File: src/rtl/scaled_fb_reader.sv
// rtl/scaled_fb_reader.sv - DDA-scaled framebuffer scan-out with latency-matched VGA timing
//
// Walks a SRC_W x SRC_H BRAM image and stretches it over a DST_W x DST_H
// visible area using exact fractional accumulators in both axes.
// Ports:
//   CLK, RESET                   pixel clock, synchronous active-high reset
//   ENABLE                       scan-out enable (low restarts the frame, blanks colour)
//   MODE                         0 grey, 1 RGB332, 2 test pattern, 3 inverted grey
//   VGA_HS_IN/VS_IN/VISIBLE_IN   raw timing from the VGA controller
//   BRAM_ADDR / BRAM_DOUT        registered read address / read data (RD_LAT later)
//   VGA_R/G/B                    registered colour
//   VGA_HS/VS/VISIBLE            timing delayed by RD_LAT+2 to line up with colour
module scaled_fb_reader #(
    parameter int   SRC_W    = 576,
    parameter int   SRC_H    = 378,
    parameter int   DST_W    = 800,
    parameter int   DST_H    = 600,
    parameter int   ADDR_W   = 18,
    parameter int   RD_LAT   = 1,
    parameter logic SYNC_POL = 1'b1
) (
    input  logic              CLK,
    input  logic              RESET,
    input  logic              ENABLE,
    input  logic [1:0]        MODE,
    input  logic              VGA_HS_IN,
    input  logic              VGA_VS_IN,
    input  logic              VGA_VISIBLE_IN,
    output logic [ADDR_W-1:0] BRAM_ADDR,
    input  logic [7:0]        BRAM_DOUT,
    output logic [7:0]        VGA_R,
    output logic [7:0]        VGA_G,
    output logic [7:0]        VGA_B,
    output logic              VGA_HS,
    output logic              VGA_VS,
    output logic              VGA_VISIBLE
);
    localparam int LAT    = RD_LAT + 2;
    localparam int SX_W   = (SRC_W > 1) ? $clog2(SRC_W) : 1;
    localparam int XACC_W = $clog2(DST_W) + 1;
    localparam int YACC_W = $clog2(DST_H) + 1;
    localparam int DX_W   = $clog2(DST_W + 1);
    localparam int DY_W   = $clog2(DST_H + 1);

    typedef struct packed {
        logic       blank;
        logic [7:0] test_r;
        logic [7:0] test_g;
    } tag_t;

    logic [SX_W-1:0]   sx;
    logic [XACC_W-1:0] xacc;
    logic [ADDR_W-1:0] line_base;
    logic [YACC_W-1:0] yacc;
    logic [DX_W-1:0]   dx;
    logic [DY_W-1:0]   dy;
    logic              prev_visible;

    logic              restart;
    logic              in_area;
    logic              issue;
    logic [XACC_W-1:0] xacc_sum;
    logic [YACC_W-1:0] yacc_sum;

    tag_t              tag_d [RD_LAT+1];
    logic [LAT-1:0]    hs_d;
    logic [LAT-1:0]    vs_d;
    logic [LAT-1:0]    vis_d;
    logic [7:0]        r_next, g_next, b_next;
    logic [7:0]        d;

    assign restart  = RESET || !ENABLE || (VGA_VS_IN == SYNC_POL);
    assign in_area  = (dx < DX_W'(DST_W)) && (dy < DY_W'(DST_H));
    assign issue    = !restart && VGA_VISIBLE_IN && in_area;
    assign xacc_sum = xacc + XACC_W'(SRC_W);
    assign yacc_sum = yacc + YACC_W'(SRC_H);

    // Scan position. The accumulators hold the fractional remainder of
    // x*SRC_W/DST_W (resp. y*SRC_H/DST_H); since SRC <= DST the integer part
    // advances by at most one per step.
    always_ff @(posedge CLK) begin
        prev_visible <= RESET ? 1'b0 : VGA_VISIBLE_IN;
        if (restart) begin
            sx        <= '0;
            xacc      <= '0;
            line_base <= '0;
            yacc      <= '0;
            dx        <= '0;
            dy        <= '0;
        end else if (VGA_VISIBLE_IN) begin
            // Stepping stops once the pixel leaves the area; dx then rests at DST_W.
            if (in_area) begin
                if (xacc_sum >= XACC_W'(DST_W)) begin
                    sx   <= sx + SX_W'(1);
                    xacc <= xacc_sum - XACC_W'(DST_W);
                end else begin
                    xacc <= xacc_sum;
                end
                dx <= dx + DX_W'(1);
            end
        end else if (prev_visible) begin
            sx   <= '0;
            xacc <= '0;
            dx   <= '0;
            if (dy < DY_W'(DST_H)) begin
                if (yacc_sum >= YACC_W'(DST_H)) begin
                    line_base <= line_base + ADDR_W'(SRC_W);
                    yacc      <= yacc_sum - YACC_W'(DST_H);
                end else begin
                    yacc <= yacc_sum;
                end
                dy <= dy + DY_W'(1);
            end
        end
    end

    // Address issue plus a per-pixel tag that rides alongside the BRAM read
    // so the colour stage sees blanking and test values for the same pixel.
    always_ff @(posedge CLK) begin
        if (RESET) begin
            BRAM_ADDR <= '0;
            for (int i = 0; i <= RD_LAT; i++) begin
                tag_d[i] <= '{blank: 1'b1, test_r: 8'd0, test_g: 8'd0};
            end
        end else begin
            if (issue) begin
                BRAM_ADDR <= line_base + ADDR_W'(sx);
            end
            tag_d[0] <= '{blank: !issue, test_r: 8'(sx), test_g: 8'(dy)};
            for (int i = 1; i <= RD_LAT; i++) begin
                tag_d[i] <= tag_d[i-1];
            end
        end
    end

    assign d = BRAM_DOUT;

    // ENABLE and MODE are taken at the colour stage, so a pixel already in
    // flight is blanked by ENABLE low and a MODE change applies immediately.
    always_comb begin
        r_next = 8'd0;
        g_next = 8'd0;
        b_next = 8'd0;
        if (ENABLE && !tag_d[RD_LAT].blank) begin
            case (MODE)
                2'd0: begin
                    r_next = d;
                    g_next = d;
                    b_next = d;
                end
                2'd1: begin
                    r_next = {d[7:5], d[7:5], d[7:6]};
                    g_next = {d[4:2], d[4:2], d[4:3]};
                    b_next = {d[1:0], d[1:0], d[1:0], d[1:0]};
                end
                2'd2: begin
                    r_next = tag_d[RD_LAT].test_r;
                    g_next = tag_d[RD_LAT].test_g;
                    b_next = 8'h80;
                end
                default: begin
                    r_next = ~d;
                    g_next = ~d;
                    b_next = ~d;
                end
            endcase
        end
    end

    always_ff @(posedge CLK) begin
        if (RESET) begin
            VGA_R <= 8'd0;
            VGA_G <= 8'd0;
            VGA_B <= 8'd0;
            hs_d  <= {LAT{~SYNC_POL}};
            vs_d  <= {LAT{~SYNC_POL}};
            vis_d <= '0;
        end else begin
            VGA_R <= r_next;
            VGA_G <= g_next;
            VGA_B <= b_next;
            hs_d  <= {hs_d[LAT-2:0], VGA_HS_IN};
            vs_d  <= {vs_d[LAT-2:0], VGA_VS_IN};
            vis_d <= {vis_d[LAT-2:0], VGA_VISIBLE_IN};
        end
    end

    assign VGA_HS      = hs_d[LAT-1];
    assign VGA_VS      = vs_d[LAT-1];
    assign VGA_VISIBLE = vis_d[LAT-1];
endmodule

File: config.mk
export PLATFORM = sky130hd
export DESIGN_NAME = scaled_fb_reader
export DESIGN_NICKNAME = d
export VERILOG_FILES = /design/src/rtl/scaled_fb_reader.sv
export SDC_FILE = /design/constraint.sdc
export NUM_CORES = 1
export LEC_CHECK = 0
export BUFFER_PORTS_ARGS = -buffer_cell sky130_fd_sc_hd__buf_2
export CAP_MARGIN = 40
export CORE_MARGIN = 2
export CORE_UTILIZATION = 45
export CTS_BUF_LIST = sky130_fd_sc_hd__clkbuf_4 sky130_fd_sc_hd__clkbuf_8
export DETAILED_ROUTE_END_ITERATION = 7
export PLACE_DENSITY = 0.63
export SYNTH_ARGS = -nofsm -noshare
export SYNTH_HDL_FRONTEND = slang
export SYNTH_SLANG_ARGS = --single-unit
File: constraint.sdc
create_clock -name CLK -period 3.1 [get_ports CLK]
set_input_delay 0.62 -clock CLK [delete_from_list [all_inputs] [get_ports CLK]]
set_output_delay 0.62 -clock CLK [all_outputs]
set_load 0.02 [all_outputs]
==> summary.txt, run 1 <==
Status
  • Status: finished clean

Routing
  • DR pass1 iterations: 5
  • Detailed-route DRC error count: 0
  • Via count: 5302
  • Met2 wire length: 6.83 mm
  • M1 WL: 6.27 mm
  • DR WL met3: 614 um
  • Vias per std cell: 5.43
  • WL final: 14.0 mm
  • Initial detailed-routing violation count: 390
  • DR top layer: met4
  • Mean routed wirelength per cell: 14.4 um
  • Post-DRT Antenna Nets: 0

Die
  • Ports: 61
  • Std cell rows: 43
  • Die area: 15200 um2
  • Core area: 13900 um2
  • Die Wd: 123 um
  • Die Y: 123 um
  • Initial Util: 0.461

Pwr
  • Power Density: 483 nW/um2
  • VDD IR-drop max: 0.000422 V
  • Leakage Power: 2.80 nW

Timing
  • Worst Max-Slew Pin Slew: 0.748 ns
  • Period Utilization, post-route: 0.917
  • Slew HR: 0.498
  • RSZ-0062 raised after global routing: no
  • Setup TNS Final: 0 ns
  • Final Max Slew Viols: 0
  • Post-layout min period: 2.84 ns
  • Final hold viol count: 0
  • Clk_skew: 0.0102 ns
  • Hold WS: 0.386 ns
  • Final setup fails: 0
  • Fmax: 0.352 GHz

Setup path
  • Critical Path End Type: flip-flop
  • Critical-path maximum fanout: 12
  • Req. time, crit path: 3.48 ns
  • Worst reg2reg path depth: 7
  • Arr. time, crit path: 3.23 ns
  • Crit Path Class: flip-flop to flip-flop
  • Startpoint Class: flip-flop

Clock network
  • Post-CTS setup buffers: 0
  • CTS tree: yes
  • Clk_lat worst skew: 0.46 ns
  • CTS buffer count: 17
  • Hold buffers post-CTS: 0
  • Clk sinks: 143
  • H-tree depth: 4
  • CTS root buffer: clkbuf_8
  • CTS max path bufs: 2
  • Clk slew on worst S/H paths: 0.07 ns

Yosys
  • Post-Syn Area per Cell: 8.70 um2
  • Post-synth net total: 766
  • Number of synthesized flops with an enable pin: 0
  • Yosys cell types: 59
  • Predominant post-synthesis flop cell: dfxtp_1
  • Synthesis-stage register bit count: 143
  • Async SR Flop Fraction: 0
  • Cell Area, Synth: 6390 um2
  • Sequential area share after synthesis: 0.448
  • Yosys warnings: 0
  • Cell count after synthesis: 735

GRT
  • Largest net degree at the start of global routing: 61
  • First-pass GRT wire length: 23.3 mm
  • Gr ovfl total: 0
  • Initial antenna violation count: 0
  • Global Route Usage Sum: 0.194
  • Vias in the first global route: 4925

Worst hold path
  • Hold crit path type: input pin to flip-flop
  • Hold Path Cell Cnt: 2

Flow run
  • Max Cap Violations: 0

Cells and area
  • # diodes: 0
  • Share of post-route cells with drive strength above 1: 0.148
  • Commonest cells after routing, fill and taps aside: dfxtp_1, nor2_1, nand2_1
  • Commonest non-fill, non-tap cell in the layout: dfxtp_1
  • Fin nets: 814
  • Layout area overhead: 13.3%

Placed design
  • Detailed placement HPWL: 9.72 mm
  • Gpl congestion: 0.948
  • Buffers on Ports: 60
## cell usage after synthesis, types with 12 or more instances
cell / number / area share
nor2_1: 81 / 0.048
inv_1: 15 / 0.0088
a211oi_1: 19 / 0.022
a21oi_1: 62 / 0.049
nand2_1: 70 / 0.041
ha_1: 14 / 0.027
xnor2_1: 21 / 0.029
nor3_1: 12 / 0.0094
dfxtp_1: 143 / 0.45
nor2b_1: 47 / 0.046
nand2b_1: 13 / 0.013
o21ai_0: 19 / 0.015
nand4_1: 12 / 0.012
nand3_1: 23 / 0.018
clkbuf_1: 37 / 0.022
xor2_1: 26 / 0.036
## metal layers
layer	track usage	vias to the layer above
met1	0.229	2482
met3	0.0434	30
met2	0.335	127
met5	0	-
met4	0.0866	0
li1	-	2663
## worst max-delay path: stages, from the launching register on
cell and delay [ns]:
dfxtp_1 0.47, nor4_4 0.55, a21oi_2 0.10, or2_1 0.30, a211oi_4 0.45, o21ai_2 0.24, or4_1 0.52, a21oi_1 0.15
## final timing paths
check | to | slack, ns | start
worst max-delay path | line_base[12] | 0.26 | yacc[3]
worst min-delay path | hs_d[0] | 0.39 | VGA_HS_IN
worst max register to register | line_base[12] | 0.26 | yacc[3]
worst min register to register | tag_d[0][33] | 0.42 | tag_d[0][16]
## repair_timing
| action | in CTS | in global routing |
|---|---|---|
| endpoints found under the hold margin | 0 | 0 |
| endpoints found under the setup margin | 0 | 10 |
| gates resized for setup | 0 | 3 |
## per-stage QoR
stage	instances	total power, W	util	worst slack, ns	instance area, um2
6_report	976	0.00350	0.522	0.257	7250
5_1_grt	976	0.00363	0.522	0.0275	7250
4_1_cts	976	0.00353	0.521	0.0651	7230
3_5_place_dp	944	0.00208	0.492	0.108	6830
3_3_place_gp	944	0.00207	0.492	0.262	6830
2_1_floorplan	735	0.00202	-	0.375	6390
## report_power, final
part           total, W  switching, W  internal [W]
Clock           0.00146      0.000691      0.000772
Sequential      0.00186     0.0000101       0.00185
Combinational  0.000179      0.000120     0.0000590
## cell families after synthesis
logic type / Yosys count / synth area share
AO/OA/AOI/OAI: 161 / 0.167
XOR/XNOR: 47 / 0.0644
adder cells (fa/ha/maj): 15 / 0.0305
buffers and inverters: 57 / 0.0360
flip-flops: 143 / 0.448
multiplexers: 14 / 0.0225
AND/OR/NAND/NOR: 298 / 0.232
## sequential cells by signal, summed over array words and instances (netlist names)
signal     count
vs_d           3
xacc           6
BRAM_ADDR     18
hs_d           3
tag_d         34
VGA_R          8
yacc          10
VGA_G          8
dx            10
VGA_B          8
dy            10
vis_d          3
sx            10
line_base     12
## area by class of cell
class | count | area, um2
flip-flops and latches | 143 | 2860
inverters | 15 | 56.3
fillers | 1321 | 6640
clock buffers | 25 | 325
repair buffers | 71 | 383
multi-input cells | 535 | 3320
well taps | 180 | 225
clock inverters | 7 | 76.3
(Power assumes the default switching activity.)
==> run 2, diff against run 1 <==
--- a/config.mk
+++ b/config.mk
@@ -11,7 +11,7 @@
 export CORE_UTILIZATION = 45
 export CTS_BUF_LIST = sky130_fd_sc_hd__clkbuf_4 sky130_fd_sc_hd__clkbuf_8
 export DETAILED_ROUTE_END_ITERATION = 7
-export PLACE_DENSITY = 0.63
+export PLACE_DENSITY = 0.67
 export SYNTH_ARGS = -nofsm -noshare
 export SYNTH_HDL_FRONTEND = slang
 export SYNTH_SLANG_ARGS = --single-unit
==> summary.txt, run 2 (synthesized netlist as in run 1, its figures left out) <==
Routing
  • WL final: 14.1 mm
  • Initial detailed-routing violation count: 384
  • Detailed-route DRC error count: 0
  • DR pass1 iterations: 5
  • Mean routed wirelength per cell: 14.4 um
  • Via count: 5295
  • Post-DRT Antenna Nets: 0
  • Vias per std cell: 5.41

Clock network
  • CTS max path bufs: 2
  • CTS buffer count: 17
  • Clk_lat worst skew: 0.45 ns
  • Clk slew on worst S/H paths: 0.08 ns
  • H-tree depth: 4
  • CTS tree: yes
  • CTS root buffer: clkbuf_8
  • Post-CTS setup buffers: 0
  • Clk sinks: 143
  • Hold buffers post-CTS: 0

Cells and area
  • Max reg flops: 34
  • Commonest non-fill, non-tap cell in the layout: dfxtp_1
  • Share of post-route cells with drive strength above 1: 0.150
  • Largest register by flop count: tag_d
  • # diodes: 0
  • Final Util: 0.529
  • Commonest cells after routing, fill and taps aside: dfxtp_1, nor2_1, nand2_1
  • Layout area overhead: 14.9%
  • Largest regs: tag_d: 34 flops, BRAM_ADDR: 18 flops, line_base: 12 flops
  • Fin nets: 817
  • Cell area after layout: 7350 um2

Timing
  • Final Max Slew Viols: 0
  • Fmax: 0.361 GHz
  • Setup TNS Final: 0 ns
  • Post-layout min period: 2.77 ns
  • Final setup fails: 0
  • RSZ-0062 raised after global routing: no
  • Worst Max-Slew Pin Slew: 0.733 ns
  • Final hold viol count: 0
  • Hold WS: 0.398 ns
  • Clk_skew: 0.0112 ns
  • Period Utilization, post-route: 0.894
  • Slew HR: 0.511

Setup path
  • Req. time, crit path: 3.47 ns
  • Crit Path Class: flip-flop to flip-flop
  • Worst reg2reg path depth: 9
  • Worst Setup SP: yacc[1]
  • R2R Setup Slk: 0.33 ns
  • Critical-path maximum fanout: 12
  • Arr. time, crit path: 3.14 ns
  • Crit Reg-Reg Startpoint: yacc[1]
  • Critical Path End Type: flip-flop
  • Startpoint Class: flip-flop
  • RR Endpoint: line_base[14]

Placed design
  • Detailed placement HPWL: 9.98 mm
  • Post-DP Area: 6850 um2
  • Buffers on Ports: 60
  • Gpl congestion: 0.944

GRT
  • Largest net degree at the start of global routing: 61
  • Initial antenna violation count: 0
  • First-pass GRT wire length: 23.6 mm
  • Gr ovfl total: 0
  • Vias in the first global route: 4968
  • Global Route Usage Sum: 0.197

Worst hold path
  • Hold EP: hs_d[0]
  • HP Start: VGA_HS_IN
  • Hold Path Cell Cnt: 2
  • Hold crit path type: input pin to flip-flop

Pwr
  • Power Density: 524 nW/um2
  • Leakage Power: 2.85 nW
  • VDD IR-drop max: 0.000489 V

Flow run
  • Max Cap Violations: 0

Die
  • Std cell rows: 43
  • Die Y: 123 um
  • Ports: 61
  • Initial Util: 0.461
  • Core area: 13900 um2
  • Die Wd: 123 um
  • Die area: 15200 um2

Status
  • Status: finished clean
[run 2: worst max path at each step]
stage,to,cells past startpoint
after global placement,line_base[16],9
after detailed placement,line_base[14],9
final,line_base[14],9
after CTS,line_base[14],9
after floorplan,line_base[16],10
after global routing,line_base[12],6
[run 2: per-layer routing]
layer,track usage,share of wire,vias to the layer above
met4,0.0533,0.012,0
li1,-,-,2670
met3,0.0526,0.046,16
met2,0.339,0.49,118
met1,0.243,0.45,2491
met5,0,0,-
[run 2: layout make-up]
type                            count  area (um2)
Clock buffer                       20         263
Multi-Input combinational cell    535        3300
Fill cell                        1331        6540
Sequential cell                   143        2860
Inverter                           15        56.3
Tap cell                          180         225
Timing Repair Buffer               74         405
Clock inverter                     12         231
[run 2: critical path, stage by stage, from the launching register on]
cell and delay (ns):
dfxtp_1 0.55, ha_2 0.36, xnor2_1 0.15, ha_1 0.22, nor3_1 0.07, buf_4 0.15
a211oi_4 0.29, o21ai_2 0.21, or4_1 0.52, a21oi_1 0.18
[run 2: report_power, final]
group	switching (W)	internal [W]	leakage (nW)
sequential	0.00000918	0.00185	1.15
clock	0.000724	0.00109	0.245
combinational	0.000119	0.0000593	1.45
[run 2: per-stage QoR]
step                      instances  total power, W  setup slack (ns)
after floorplan                 735         0.00202             0.375
after global placement          947         0.00207             0.414
after CTS                       979         0.00388             0.245
after global routing            979         0.00399            0.0587
after detailed placement        947         0.00208             0.258
final                           979         0.00385             0.327
[run 2: timing repair]
item	4_1_cts	5_1_grt
setup endpoints to repair	0	1
endpoints found under the hold margin	0	0
gates resized for setup	0	1
==> run 3, diff against run 2 <==
--- a/config.mk
+++ b/config.mk
@@ -7,11 +7,11 @@
 export LEC_CHECK = 0
 export BUFFER_PORTS_ARGS = -buffer_cell sky130_fd_sc_hd__buf_2
 export CAP_MARGIN = 40
-export CORE_MARGIN = 2
 export CORE_UTILIZATION = 45
 export CTS_BUF_LIST = sky130_fd_sc_hd__clkbuf_4 sky130_fd_sc_hd__clkbuf_8
 export DETAILED_ROUTE_END_ITERATION = 7
-export PLACE_DENSITY = 0.67
+export PLACE_DENSITY = 0.72
 export SYNTH_ARGS = -nofsm -noshare
 export SYNTH_HDL_FRONTEND = slang
 export SYNTH_SLANG_ARGS = --single-unit
+export TNS_END_PERCENT = 10
==> summary.txt, run 3 (synthesized netlist as in run 1, its figures left out) <==
Status
  • Status: finished clean

GRT
  • Grt met1 use: 0.234
  • Initial antenna violation count: 0
  • Gr ovfl total: 0
  • First-pass GRT wire length: 22.0 mm
  • Global Route Usage Sum: 0.189
  • M2 GR Usage: 0.309
  • Vias in the first global route: 4646
  • Met3 Use GR: 0.0526
  • Grt peak-use layer: met2
  • Largest net degree at the start of global routing: 61

Clock network
  • CTS root buffer: clkbuf_8
  • CTS max path bufs: 2
  • CTS tree: yes
  • Clk sinks: 143
  • Clk slew on worst S/H paths: 0.08 ns
  • Post-CTS setup buffers: 0
  • H-tree depth: 4
  • Clk_lat worst skew: 0.46 ns
  • CTS buffer count: 17

Routing
  • WL final: 13.3 mm
  • Detailed-route DRC error count: 0
  • Initial detailed-routing violation count: 311
  • DR pass1 iterations: 5
  • Vias per std cell: 5.32
  • Mean routed wirelength per cell: 13.5 um
  • Post-DRT Antenna Nets: 0
  • Via count: 5215

Setup path
  • Req. time, crit path: 3.49 ns
  • Worst Setup SP: yacc[3]
  • Worst reg2reg path depth: 7
  • Critical Path End Type: flip-flop
  • RR Endpoint: line_base[14]
  • Startpoint Class: flip-flop
  • CP endpoint: line_base[14]
  • R2R Setup Slk: 0.26 ns
  • Crit Path Class: flip-flop to flip-flop
  • Arr. time, crit path: 3.23 ns
  • Crit Reg-Reg Startpoint: yacc[3]
  • Critical-path maximum fanout: 12

Cells and area
  • Fin nets: 819
  • Commonest non-fill, non-tap cell in the layout: dfxtp_1
  • Max reg flops: 34
  • # diodes: 0
  • Share of post-route cells with drive strength above 1: 0.154
  • Largest register by flop count: tag_d
  • Largest regs: tag_d: 34 flops, BRAM_ADDR: 18 flops, line_base: 12 flops
  • Layout area overhead: 14.0%
  • Final Util: 0.525
  • Commonest cells after routing, fill and taps aside: dfxtp_1, nor2_1, nand2_1

Timing
  • Post-layout min period: 2.84 ns
  • Period Utilization, post-route: 0.917
  • Final setup fails: 0
  • Final Max Slew Viols: 0
  • Setup TNS Final: 0 ns
  • Clk_skew: 0.0111 ns
  • Final setup margin: 0.259 ns
  • Worst Max-Slew Pin Slew: 0.674 ns
  • Hold WS: 0.385 ns
  • RSZ-0062 raised after global routing: no
  • Fmax: 0.352 GHz
  • Final hold viol count: 0
  • Slew HR: 0.551

Die
  • Die area: 14700 um2
  • Die Y: 121 um
  • Initial Util: 0.461
  • Std cell rows: 43
  • Core area: 13900 um2
  • Die Wd: 121 um
  • Ports: 61

Placed design
  • Gpl congestion: 0.847
  • Pre-CTS setup slack: 0.210 ns
  • Detailed placement HPWL: 9.22 mm
  • Buffers on Ports: 60

Pwr
  • Psw: 0.000907 W
  • Sw Ratio: 0.253
  • Pwr Total: 0.00358 W
  • Sequential fraction of design power: 0.518
  • Power Density: 492 nW/um2
  • Clk pwr share: 0.432
  • VDD IR-drop max: 0.000251 V
  • Combinational Power Share: 0.050
  • Internal: 0.00268 W
  • Leakage Power: 2.83 nW

Flow run
  • Max Cap Violations: 0

Worst hold path
  • Hold crit path type: input pin to flip-flop
## run 3: through the flow
step           area (um2)  std cells
6_report             7290        981
5_1_grt              7290        981
4_1_cts              7280        981
3_5_place_dp         6860        949
3_3_place_gp         6860        948
2_1_floorplan        6390        735
## run 3: cell type report
type                    instances  area [um2]
inverters                      15        56.3
clock buffers                  18         248
flip-flops and latches        143        2860
multi-input cells             535        3310
clock inverters                14         173
well taps                     180         225
repair buffers                 76         418
fillers                      1316        6590
## run 3: routing by layer
layer	up-vias	wire length [um]	part of all wire
li1	2670	-	-
met2	121	6260	0.47
met4	0	224	0.017
met5	-	0	0
met1	2406	6180	0.47
met3	18	599	0.045
## run 3: worst min-delay path by stage
stage / start / end / slack, ns / cells after the start
floorplan: tag_d[0][16] / tag_d[0][33] / 0.39 / 1
global placement: tag_d[0][16] / tag_d[0][33] / 0.39 / 1
detailed placement: tag_d[0][16] / tag_d[0][33] / 0.40 / 1
CTS: VGA_HS_IN / hs_d[0] / 0.36 / 2
global route: VGA_HS_IN / hs_d[0] / 0.37 / 2
finish: VGA_HS_IN / hs_d[0] / 0.39 / 2
## run 3: power by group through the flow
stage | clock network, W | logic [W] | registers, W
global placement | 0 | 0.000176 | 0.00190
CTS | 0.00158 | 0.000178 | 0.00186
global route | 0.00166 | 0.000199 | 0.00186
detailed placement | 0 | 0.000177 | 0.00190
finish | 0.00155 | 0.000178 | 0.00186
floorplan | 0 | 0.000121 | 0.00190
## run 3: critical path, stage by stage (launching register included)
cell	delay, ns
dfxtp_1	0.48
nor4_4	0.54
a21oi_2	0.10
or2_1	0.29
a211oi_4	0.45
o21ai_2	0.25
or4_1	0.52
a21oi_1	0.15
## run 3: timing repair
action | in CTS | in global routing
gates resized for setup | 0 | 2
endpoints found under the setup margin | 0 | 8
hold buffers | 0 | 0
